--- config.mk ---
export PLATFORM = sky130hd
export DESIGN_NAME = f1_start_ctrl
export DESIGN_NICKNAME = d
export VERILOG_FILES = /design/src/rtl/f1_pkg.sv /design/src/rtl/rise_detect.sv /design/src/rtl/f1_start_ctrl.sv
export SDC_FILE = /design/constraint.sdc
export NUM_CORES = 1
export LEC_CHECK = 0
export BUFFER_PORTS_ARGS = -buffer_cell sky130_fd_sc_hd__buf_4
export CAP_MARGIN = 20
export CORE_MARGIN = 2
export CORE_UTILIZATION = 55
export CTS_CLUSTER_SIZE = 20
export DETAILED_ROUTE_END_ITERATION = 10
export GPL_TIMING_DRIVEN = 0
export HOLD_SLACK_MARGIN = 0.1
export MAX_ROUTING_LAYER = met4
export PLACE_DENSITY = 0.77
export SLEW_MARGIN = 20
export SYNTH_ARGS = -nofsm -noshare
export SYNTH_HDL_FRONTEND = slang
export SYNTH_SLANG_ARGS = --single-unit
--- constraint.sdc ---
create_clock -name clk -period 2.8 [get_ports clk]
set_clock_uncertainty 0.05 [all_clocks]
set_input_delay 0.28 -clock clk [delete_from_list [all_inputs] [get_ports clk]]
set_output_delay 0.28 -clock clk [all_outputs]
set_load 0.01 [all_outputs]
--- src/rtl/f1_pkg.sv ---
// rtl/f1_pkg.sv - shared types and widths for the F1 start-light sequencer
package f1_pkg;

  typedef enum logic [1:0] {
    IDLE   = 2'd0,
    LIGHTS = 2'd1,
    HOLD   = 2'd2,
    REACT  = 2'd3
  } state_t;

  localparam int LFSR_W  = 4;
  localparam int DELAY_W = 5;

endpackage

--- src/rtl/rise_detect.sv ---
// rtl/rise_detect.sv - 1-bit rising-edge detector, history flop resets high
module rise_detect (
  input  logic clk,
  input  logic rst,
  input  logic d,
  output logic rise
);

  logic d_q;
  logic d_d;

  always_comb begin
    d_d = d;
  end

  // Resetting high means a level already asserted at reset release is not an edge.
  always_ff @(posedge clk or posedge rst) begin
    if (rst) d_q <= 1'b1;
    else     d_q <= d_d;
  end

  assign rise = d & ~d_q;

endmodule

--- src/rtl/f1_start_ctrl.sv ---
// rtl/f1_start_ctrl.sv - F1 start-light sequencer with random hold and reaction timer
module f1_start_ctrl
  import f1_pkg::*;
#(
  parameter int N_LIGHTS  = 8,
  parameter int DELAY_MIN = 1,
  parameter int RT_WIDTH  = 16
) (
  input  logic                clk,
  input  logic                rst,
  input  logic                tick,
  input  logic                trigger,
  input  logic                react,
  input  logic [LFSR_W-1:0]   lfsr_data,
  output logic                lfsr_en,
  output logic [N_LIGHTS-1:0] lights,
  output logic                busy,
  output logic                done,
  output logic                jump_start,
  output logic                rt_valid,
  output logic [RT_WIDTH-1:0] reaction_time
);

  localparam int CNT_W = $clog2(N_LIGHTS + 1);

  logic trig_e;
  logic react_e;

  rise_detect u_trig_rise (
    .clk  (clk),
    .rst  (rst),
    .d    (trigger),
    .rise (trig_e)
  );

  rise_detect u_react_rise (
    .clk  (clk),
    .rst  (rst),
    .d    (react),
    .rise (react_e)
  );

  state_t              state_q, state_d;
  logic [N_LIGHTS-1:0] lights_q, lights_d;
  logic [CNT_W-1:0]    light_cnt_q, light_cnt_d;
  logic [DELAY_W-1:0]  delay_cnt_q, delay_cnt_d;
  logic [RT_WIDTH-1:0] rt_cnt_q, rt_cnt_d;
  logic [RT_WIDTH-1:0] reaction_time_q, reaction_time_d;
  logic                rt_valid_q, rt_valid_d;
  logic                jump_start_q, jump_start_d;
  logic                done_q, done_d;

  always_comb begin
    state_d         = state_q;
    lights_d        = lights_q;
    light_cnt_d     = light_cnt_q;
    delay_cnt_d     = delay_cnt_q;
    rt_cnt_d        = rt_cnt_q;
    reaction_time_d = reaction_time_q;
    rt_valid_d      = rt_valid_q;
    jump_start_d    = jump_start_q;
    done_d          = 1'b0;

    // A press before lamps-out wins over any tick arriving in the same cycle.
    if (react_e && (state_q == LIGHTS || state_q == HOLD)) begin
      lights_d     = '0;
      jump_start_d = 1'b1;
      done_d       = 1'b1;
      state_d      = IDLE;
    end else begin
      case (state_q)
        IDLE: begin
          if (trig_e) begin
            state_d         = LIGHTS;
            light_cnt_d     = '0;
            jump_start_d    = 1'b0;
            rt_valid_d      = 1'b0;
            reaction_time_d = '0;
          end
        end
        LIGHTS: begin
          if (tick) begin
            lights_d    = {lights_q[N_LIGHTS-2:0], 1'b1};
            light_cnt_d = light_cnt_q + CNT_W'(1);
            if (&lights_d) begin
              state_d     = HOLD;
              delay_cnt_d = DELAY_W'(lfsr_data) + DELAY_W'(DELAY_MIN);
            end
          end
        end
        HOLD: begin
          if (tick) begin
            delay_cnt_d = delay_cnt_q - DELAY_W'(1);
            if (delay_cnt_q == DELAY_W'(1)) begin
              lights_d = '0;
              rt_cnt_d = '0;
              state_d  = REACT;
            end
          end
        end
        REACT: begin
          if (tick && rt_cnt_q != '1) rt_cnt_d = rt_cnt_q + RT_WIDTH'(1);
          // Capture the pre-increment count when press and tick coincide.
          if (react_e) begin
            reaction_time_d = rt_cnt_q;
            rt_valid_d      = 1'b1;
            done_d          = 1'b1;
            state_d         = IDLE;
          end
        end
        default: state_d = IDLE;
      endcase
    end
  end

  always_ff @(posedge clk or posedge rst) begin
    if (rst) begin
      state_q         <= IDLE;
      lights_q        <= '0;
      light_cnt_q     <= '0;
      delay_cnt_q     <= '0;
      rt_cnt_q        <= '0;
      reaction_time_q <= '0;
      rt_valid_q      <= 1'b0;
      jump_start_q    <= 1'b0;
      done_q          <= 1'b0;
    end else begin
      state_q         <= state_d;
      lights_q        <= lights_d;
      light_cnt_q     <= light_cnt_d;
      delay_cnt_q     <= delay_cnt_d;
      rt_cnt_q        <= rt_cnt_d;
      reaction_time_q <= reaction_time_d;
      rt_valid_q      <= rt_valid_d;
      jump_start_q    <= jump_start_d;
      done_q          <= done_d;
    end
  end

  // The LFSR must stop once the hold delay has been sampled.
  assign lfsr_en       = (state_q == IDLE) || (state_q == LIGHTS);
  assign busy          = (state_q != IDLE);
  assign lights        = lights_q;
  assign done          = done_q;
  assign jump_start    = jump_start_q;
  assign rt_valid      = rt_valid_q;
  assign reaction_time = reaction_time_q;

endmodule

==> results of run 1 <==
-- where the power goes --
group          switching [mW]  internal [mW]
logic                   0.677          0.478
registers               0.149          0.905
clock network           0.251          0.265
-- routing by layer --
layer / vias to the layer above / share of wire (%) / GRT usage (%)
met1: 1040 / 49 / 30.1
met5: - / 0 / -
met4: 0 / 1.4 / 7.55
li1: 1009 / - / -
met3: 8 / 4.7 / 5.00
met2: 46 / 45 / 36.1
-- worst min-delay path by stage --
stage | from | to | slack [ps]
global placement | trigger | u_trig_rise.d_q$_DFF_PP1_ | 350
detailed placement | rst | reaction_time[0]$_DFFE_PP0P_ | 340
global route | lfsr_data[0] | delay_cnt_q[0]$_DFFE_PP0P_ | 300
floorplan | react | u_react_rise.d_q$_DFF_PP1_ | 230
finish | lfsr_data[0] | delay_cnt_q[0]$_DFFE_PP0P_ | 300
CTS | lfsr_data[0] | delay_cnt_q[0]$_DFFE_PP0P_ | 290
-- placed cells by master (no fill, tap or decap), types with 3 or more instances in the layout --
cell	Yosys	final
sky130_fd_sc_hd__clkbuf_8	0	5
sky130_fd_sc_hd__nand3_1	13	13
sky130_fd_sc_hd__o22a_1	3	3
sky130_fd_sc_hd__o21ai_0	22	22
sky130_fd_sc_hd__inv_1	12	11
sky130_fd_sc_hd__a22o_1	23	23
sky130_fd_sc_hd__o31ai_2	7	7
sky130_fd_sc_hd__clkbuf_1	8	8
sky130_fd_sc_hd__a31oi_1	4	4
sky130_fd_sc_hd__dfrtp_1	50	50
sky130_fd_sc_hd__and3_1	3	3
sky130_fd_sc_hd__buf_4	0	37
sky130_fd_sc_hd__nand2_1	16	16
sky130_fd_sc_hd__a21o_1	3	3
sky130_fd_sc_hd__ha_1	8	8
sky130_fd_sc_hd__nand2b_1	4	4
sky130_fd_sc_hd__dlygate4sd3_1	0	3
sky130_fd_sc_hd__or4_1	3	3
sky130_fd_sc_hd__nor3_1	3	3
sky130_fd_sc_hd__nor2_1	12	12
sky130_fd_sc_hd__a21oi_1	8	8
sky130_fd_sc_hd__nand4_1	4	4
-- per-stage QoR --
step | setup slack (ps) | hold slack [ps]
3_3_place_gp | 450 | 353
6_report | 356 | 303
3_5_place_dp | 399 | 345
2_1_floorplan | 687 | 234
5_1_grt | 175 | 302
4_1_cts | 370 | 292
-- worst reg2reg max path, stage by stage, from the launching register on --
cell and delay, ps:
sky130_fd_sc_hd__dfrtp_1 410, sky130_fd_sc_hd__inv_1 100, sky130_fd_sc_hd__ha_1 150, sky130_fd_sc_hd__clkbuf_1 290, sky130_fd_sc_hd__o21ai_0 210, sky130_fd_sc_hd__a211oi_2 300, sky130_fd_sc_hd__o21ai_2 180, sky130_fd_sc_hd__or2_4 280
sky130_fd_sc_hd__buf_6 150, sky130_fd_sc_hd__o31ai_2 230
-- registers in the layout, indices dropped and copies added (netlist names) --
name,flops
delay_cnt_q,5
done,1
jump_start,1
lights,8
reaction_time,16
rt_cnt_q,16
rt_valid,1
state_q,2
u_react_rise.d_q,1
u_trig_rise.d_q,1
-- what timing repair did --
action,CTS,global route
endpoints found under the setup margin,0,0
hold buffers,3,0
hold endpoints to repair,28,0
-- layout make-up --
cell class	instances	area, sq um	area share, %
Clock inverter	3	42.5	1.39
Tap cell	52	65.1	2.12
Multi-Input combinational cell	169	1160	38.0
Inverter	12	45.0	1.47
Buffer	11	51.3	1.67
Sequential cell	52	1300	42.5
Clock buffer	5	68.8	2.24
Timing Repair Buffer	41	328	10.7
-- cell families (layout without fill, tap and decap cells) --
kind of cell               after synthesis  after routing  share of synthesized area, %
AOI/OAI and AO/OA                       87             87                          25.8
and+or+nand+nor                         71             71                          14.7
DFF                                     52             52                          50.8
buffers and inverters                   23             72                          3.76
adders and majority gates                8              8                          3.90
xor gates and xnor gates                 2              2                         0.683
muxes                                    1              1                         0.390
==> flow_summary.json, run 1 <==
{
  "worstPathBufferInverterCount": 3,
  "mappedNetlistArea_sq_um": 2560,
  "postSynthAreaPerCell_sq_um": 10.5,
  "place.detailed.hpwl_mm": 3.83,
  "clock_tree_from_tritoncts": "yes",
  "ir_drop_mv": 0.539,
  "finalCriticalPeriod_ps": 2440,
  "run_status": "complete, no violations",
  "htree_levels": 2,
  "min_path_type": "in2reg",
  "max_clock_buf_depth": 2,
  "slew_violations": 0,
  "hold_depth": 3,
  "setup.worst_path.class": "reg2reg",
  "post-synth-top-area-cell": "sky130_fd_sc_hd__dfrtp_1",
  "worst_setup_path_endpoint": "rt_cnt_q[11]$_DFFE_PP0P_",
  "vias": 2103,
  "yosys.cell_count.top_type": "sky130_fd_sc_hd__dfrtp_1",
  "placed_cell_count": 334,
  "top_reg_cell_synth": "sky130_fd_sc_hd__dfrtp_1",
  "finalNonFillerCells": 345,
  "tightest_slew_ps": 721,
  "globalRoute.totalOverflow": 0,
  "root_buffer": "sky130_fd_sc_hd__clkbuf_8",
  "path_depth": 9,
  "insertion_delay_to_the_later_sink_of_the_worst_skew_pair_ps": 310,
  "maximum_number_of_pins_on_one_net_before_global_route_repair": 29,
  "timing.reg2reg.setup_slack_ps": 360,
  "cap_violations": 0,
  "design.final.nets": 309,
  "antenna_violations_before_repair": 0,
  "max_slew_headroom_at_the_worst_pin_pct": 51.9,
  "path_max_fanout": 10,
  "worstPathRequired_ps": 2980,
  "regToRegStartpoint": "state_q[0]$_DFFE_PP0P_",
  "die-area_sq_um": 5230,
  "portBuffers": 37,
  "area_post_placement_sq_um": 2930,
  "report.power.total_mw": 2.73,
  "setup_repair_after_global_routing_missed_its_margin": "no",
  "setup-violations-final": 0,
  "fmax_mhz": 409,
  "crit_path_end_kind": "flop",
  "n_fill_cell": 326,
  "synthCells": 244,
  "critical_path.cell_chain": "inv_1 > ha_1 > clkbuf_1 > o21ai_0 > a211oi_2 > o21ai_2 > or2_4 > buf_6 > o31ai_2",
  "mapped_nets": 261,
  "grt_pass1_vias": 1979,
  "synth_sequential_area_ratio_pct": 50.8,
  "core-area_sq_um": 4410,
  "count_of_tritonroute_iterations_in_the_first_routing_pass": 4,
  "total_cts_buffers": 5,
  "timing.critical_path.max_delay_family": "compound AO/OA/AOI/OAI gates",
  "cellPowerDensity_nw_per_um2": 888,
  "leakage_dissipation_nw": 1.45,
  "placementRows": 24,
  "clock_sinks": 52,
  "area_growth_syn_to_layout_pct": 19.7,
  "post-route-util_pct": 69.5,
  "critical_path.slowest_cell": "sky130_fd_sc_hd__dfrtp_1",
  "die-height_um": 72.3,
  "synth-warning-count": 0,
  "wire_per_inst_um": 15.5,
  "synth_seq_cells": 52,
  "r2r.worst_path.cells": 9,
  "drt-total-wl_mm": 5.36,
  "finish.instance_area_sq_um": 3070,
  "final_antenna_net_count": 0,
  "critical_path.max_stage_delay_ps": 410,
  "cts.repair.resized": 0,
  "cts_setup_buffers": 0,
  "hold_violations": 0,
  "timing.critical_path.from": "state_q[0]$_DFFE_PP0P_",
  "path_clk_slew_ps": 90,
  "avgViaCountPerCell": 6.10,
  "drt-initial-drc-count": 132,
  "post_route_cells_drive_above_1_share_pct": 21.8,
  "synth_top_cells_by_count": "sky130_fd_sc_hd__dfrtp_1, sky130_fd_sc_hd__a22o_1, sky130_fd_sc_hd__o21ai_0, sky130_fd_sc_hd__nand2_1, sky130_fd_sc_hd__nand3_1",
  "async_flop_share_pct": 100,
  "tns_ps": 0,
  "drc": 0,
  "routabilityCongestion": 0.796,
  "yosys-top-cells-area": "sky130_fd_sc_hd__dfrtp_1, sky130_fd_sc_hd__a22o_1, sky130_fd_sc_hd__o21ai_0",
  "wire_length_of_the_first_global_routing_pass_mm": 9.09,
  "die_w_um": 72.3,
  "insertedDiodeCount": 0,
  "synth_edf_count": 0,
  "period_share_pct": 87.3,
  "crit_path_start_kind": "flop",
  "io-pin-count": 38,
  "worstPathArrival_ps": 2620,
  "yosys.area.top_type_share_pct": 48.8,
  "worst_r2r_endpoint": "rt_cnt_q[11]$_DFFE_PP0P_",
  "groute.usage.overall_pct": 23.1,
  "floorplan.initialDensity_pct": 58.1,
  "netlist-cell-type-count": 50
}
No activity file was read; power rests on OpenSTA's default activity.
==> inputs of run 2 (changes only) <==
--- a/config.mk
+++ b/config.mk
@@ -14,7 +14,7 @@
 export GPL_TIMING_DRIVEN = 0
 export HOLD_SLACK_MARGIN = 0.1
 export MAX_ROUTING_LAYER = met4
-export PLACE_DENSITY = 0.77
+export PLACE_DENSITY = 0.8
 export SLEW_MARGIN = 20
 export SYNTH_ARGS = -nofsm -noshare
 export SYNTH_HDL_FRONTEND = slang
==> run 2 against run 1 <==
  * Critical path depth stayed put
  * Combinational power hardly changed
  * Final cell count stayed put
  * Worst setup slack worse by 49 ps
  * Global-route usage is 0.44 points higher
  * First-iteration DRC count is 5.3% higher
  * Flip-flop and latch count stayed put
  * Wire length is 4.0% higher
  * Largest power group unchanged
==> flow_summary.json, run 2 (same netlist as run 1, synthesis figures left out) <==
{
  "run_status": "complete, no violations",
  "path_clk_slew_ps": 90,
  "insertedDiodeCount": 0,
  "critical_path.slowest_cell": "sky130_fd_sc_hd__dfrtp_1",
  "final.setup.worst_slack_ps": 307,
  "crit_path_end_kind": "flop",
  "period_share_pct": 89.0,
  "slew_violations": 0,
  "area_growth_syn_to_layout_pct": 19.2,
  "timing.critical_path.max_delay_family": "compound AO/OA/AOI/OAI gates",
  "n_fill_cell": 338,
  "setup_repair_after_global_routing_missed_its_margin": "no",
  "design.final.nets": 309,
  "wire_per_inst_um": 16.2,
  "post_route_cells_drive_above_1_share_pct": 21.8,
  "tightest_slew_ps": 685,
  "max_slew_headroom_at_the_worst_pin_pct": 54.3,
  "routabilityCongestion": 0.829,
  "cts.repair.resized": 0,
  "layout.area.seq_sq_um": 1300,
  "cap_violations": 0,
  "globalRoute.totalOverflow": 0,
  "finish.instance_area_sq_um": 3060,
  "critical_path.cell_chain": "inv_1 > ha_1 > clkbuf_1 > o21ai_0 > a211oi_2 > o21ai_2 > or2_4 > buf_6 > o31ai_2",
  "total_cts_buffers": 5,
  "drt-initial-drc-count": 139,
  "path_max_fanout": 10,
  "mostFrequentLayoutCell": "sky130_fd_sc_hd__dfrtp_1",
  "ir_drop_mv": 0.558,
  "vias": 2096,
  "crit_path_start_kind": "flop",
  "worstPathBufferInverterCount": 3,
  "worstPathRequired_ps": 2970,
  "worstPathArrival_ps": 2670,
  "fmax_mhz": 401,
  "hold_violations": 0,
  "core-area_sq_um": 4410,
  "grt_pass1_vias": 1944,
  "die-height_um": 72.3,
  "setup-violations-final": 0,
  "multi_input_area_sq_um": 1160,
  "insertion_delay_to_the_later_sink_of_the_worst_skew_pair_ps": 310,
  "area_post_placement_sq_um": 2940,
  "finalNonFillerCells": 345,
  "antenna_violations_before_repair": 0,
  "finalCriticalPeriod_ps": 2490,
  "root_buffer": "sky130_fd_sc_hd__clkbuf_8",
  "wire_length_of_the_first_global_routing_pass_mm": 9.32,
  "place.detailed.hpwl_mm": 3.96,
  "portBuffers": 37,
  "maximum_number_of_pins_on_one_net_before_global_route_repair": 30,
  "placementRows": 24,
  "max_clock_buf_depth": 2,
  "critical_path.max_stage_delay_ps": 420,
  "tns_ps": 0,
  "clock_sinks": 52,
  "placed_cell_count": 334,
  "cellPowerDensity_nw_per_um2": 871,
  "min_path_type": "in2reg",
  "clock_tree_from_tritoncts": "yes",
  "dp_worst_setup_slack_ps": 330,
  "count_of_tritonroute_iterations_in_the_first_routing_pass": 4,
  "floorplan.initialDensity_pct": 58.1,
  "avgViaCountPerCell": 6.08,
  "io-pin-count": 38,
  "commonest_cells_after_routing_fill_and_taps_aside": "sky130_fd_sc_hd__dfrtp_1, sky130_fd_sc_hd__buf_4, sky130_fd_sc_hd__a22o_1",
  "drc": 0,
  "htree_levels": 2,
  "groute.usage.overall_pct": 23.5,
  "setup.worst_path.class": "reg2reg",
  "drt-total-wl_mm": 5.57,
  "leakage_dissipation_nw": 1.44,
  "die-area_sq_um": 5230,
  "die_w_um": 72.3,
  "final_antenna_net_count": 0,
  "report.power.total_mw": 2.66
}
## run 2: cell types whose count changed in the layout (fill, tap and decap cells not counted), sizes merged
cell,change
bufinv,-1
clkinvlp,+1
## run 2: path summary, 6_finish.rpt
path                                        start                    endpoint  slack, ps  cells past startpoint
max in group asynchronous                     rst     rt_cnt_q[9]$_DFFE_PP0P_       1590                      4
min in group asynchronous                     rst              done$_DFF_PP0_        560                      3
hold / removal                       lfsr_data[0]  delay_cnt_q[0]$_DFFE_PP0P_        310                      3
setup reg to reg           state_q[0]$_DFFE_PP0P_     rt_cnt_q[5]$_DFFE_PP0P_        310                      9
hold reg to reg              rt_valid$_DFFE_PP0P_        rt_valid$_DFFE_PP0P_        440                      1
setup / recovery           state_q[0]$_DFFE_PP0P_     rt_cnt_q[5]$_DFFE_PP0P_        310                      9
## run 2: metrics by stage
step	utilization [%]	hold WS, ps
6_report	69.3	308
5_1_grt	69.3	310
4_1_cts	69.3	300
3_5_place_dp	66.5	352
3_3_place_gp	65.9	349
2_1_floorplan	-	234
## run 2: cell type report
type                       instances  area share [%]
timing repair buffer              41            11.0
tap                               52            2.13
inverter                          12            1.47
clock buffer                       5            2.25
sequential                        52            42.6
multi-input combinational        169            38.1
buffer                            11            1.68
clock inverter                     3           0.777
## run 2: routing by layer
metal / vias to the layer above / part of all wire, % / global-route usage (%)
li1: 1013 / - / -
met1: 1006 / 47 / 32.0
met5: - / 0 / -
met4: 0 / 1.8 / 7.55
met3: 13 / 5.1 / 4.58
met2: 64 / 47 / 35.7
## run 2: tightest hold or removal path, delay by kind of cell
| family | cells | cell delay (ps) |
|---|---|---|
| AO/OA/AOI/OAI | 1 | 210 |
| buffers and inverters | 1 | 90 |
| AND/OR/NAND/NOR | 1 | 40 |
## run 2: timing repair
item | in CTS | in global routing
setup buffers | 0 | 0
hold endpoints to repair | 28 | 0
hold buffers | 3 | 0
## run 2: where the power goes
part	internal [mW]	leakage [nW]	switching, mW
Combinational	0.480	0.711	0.692
Clock	0.177	0.0404	0.258
Sequential	0.905	0.692	0.151
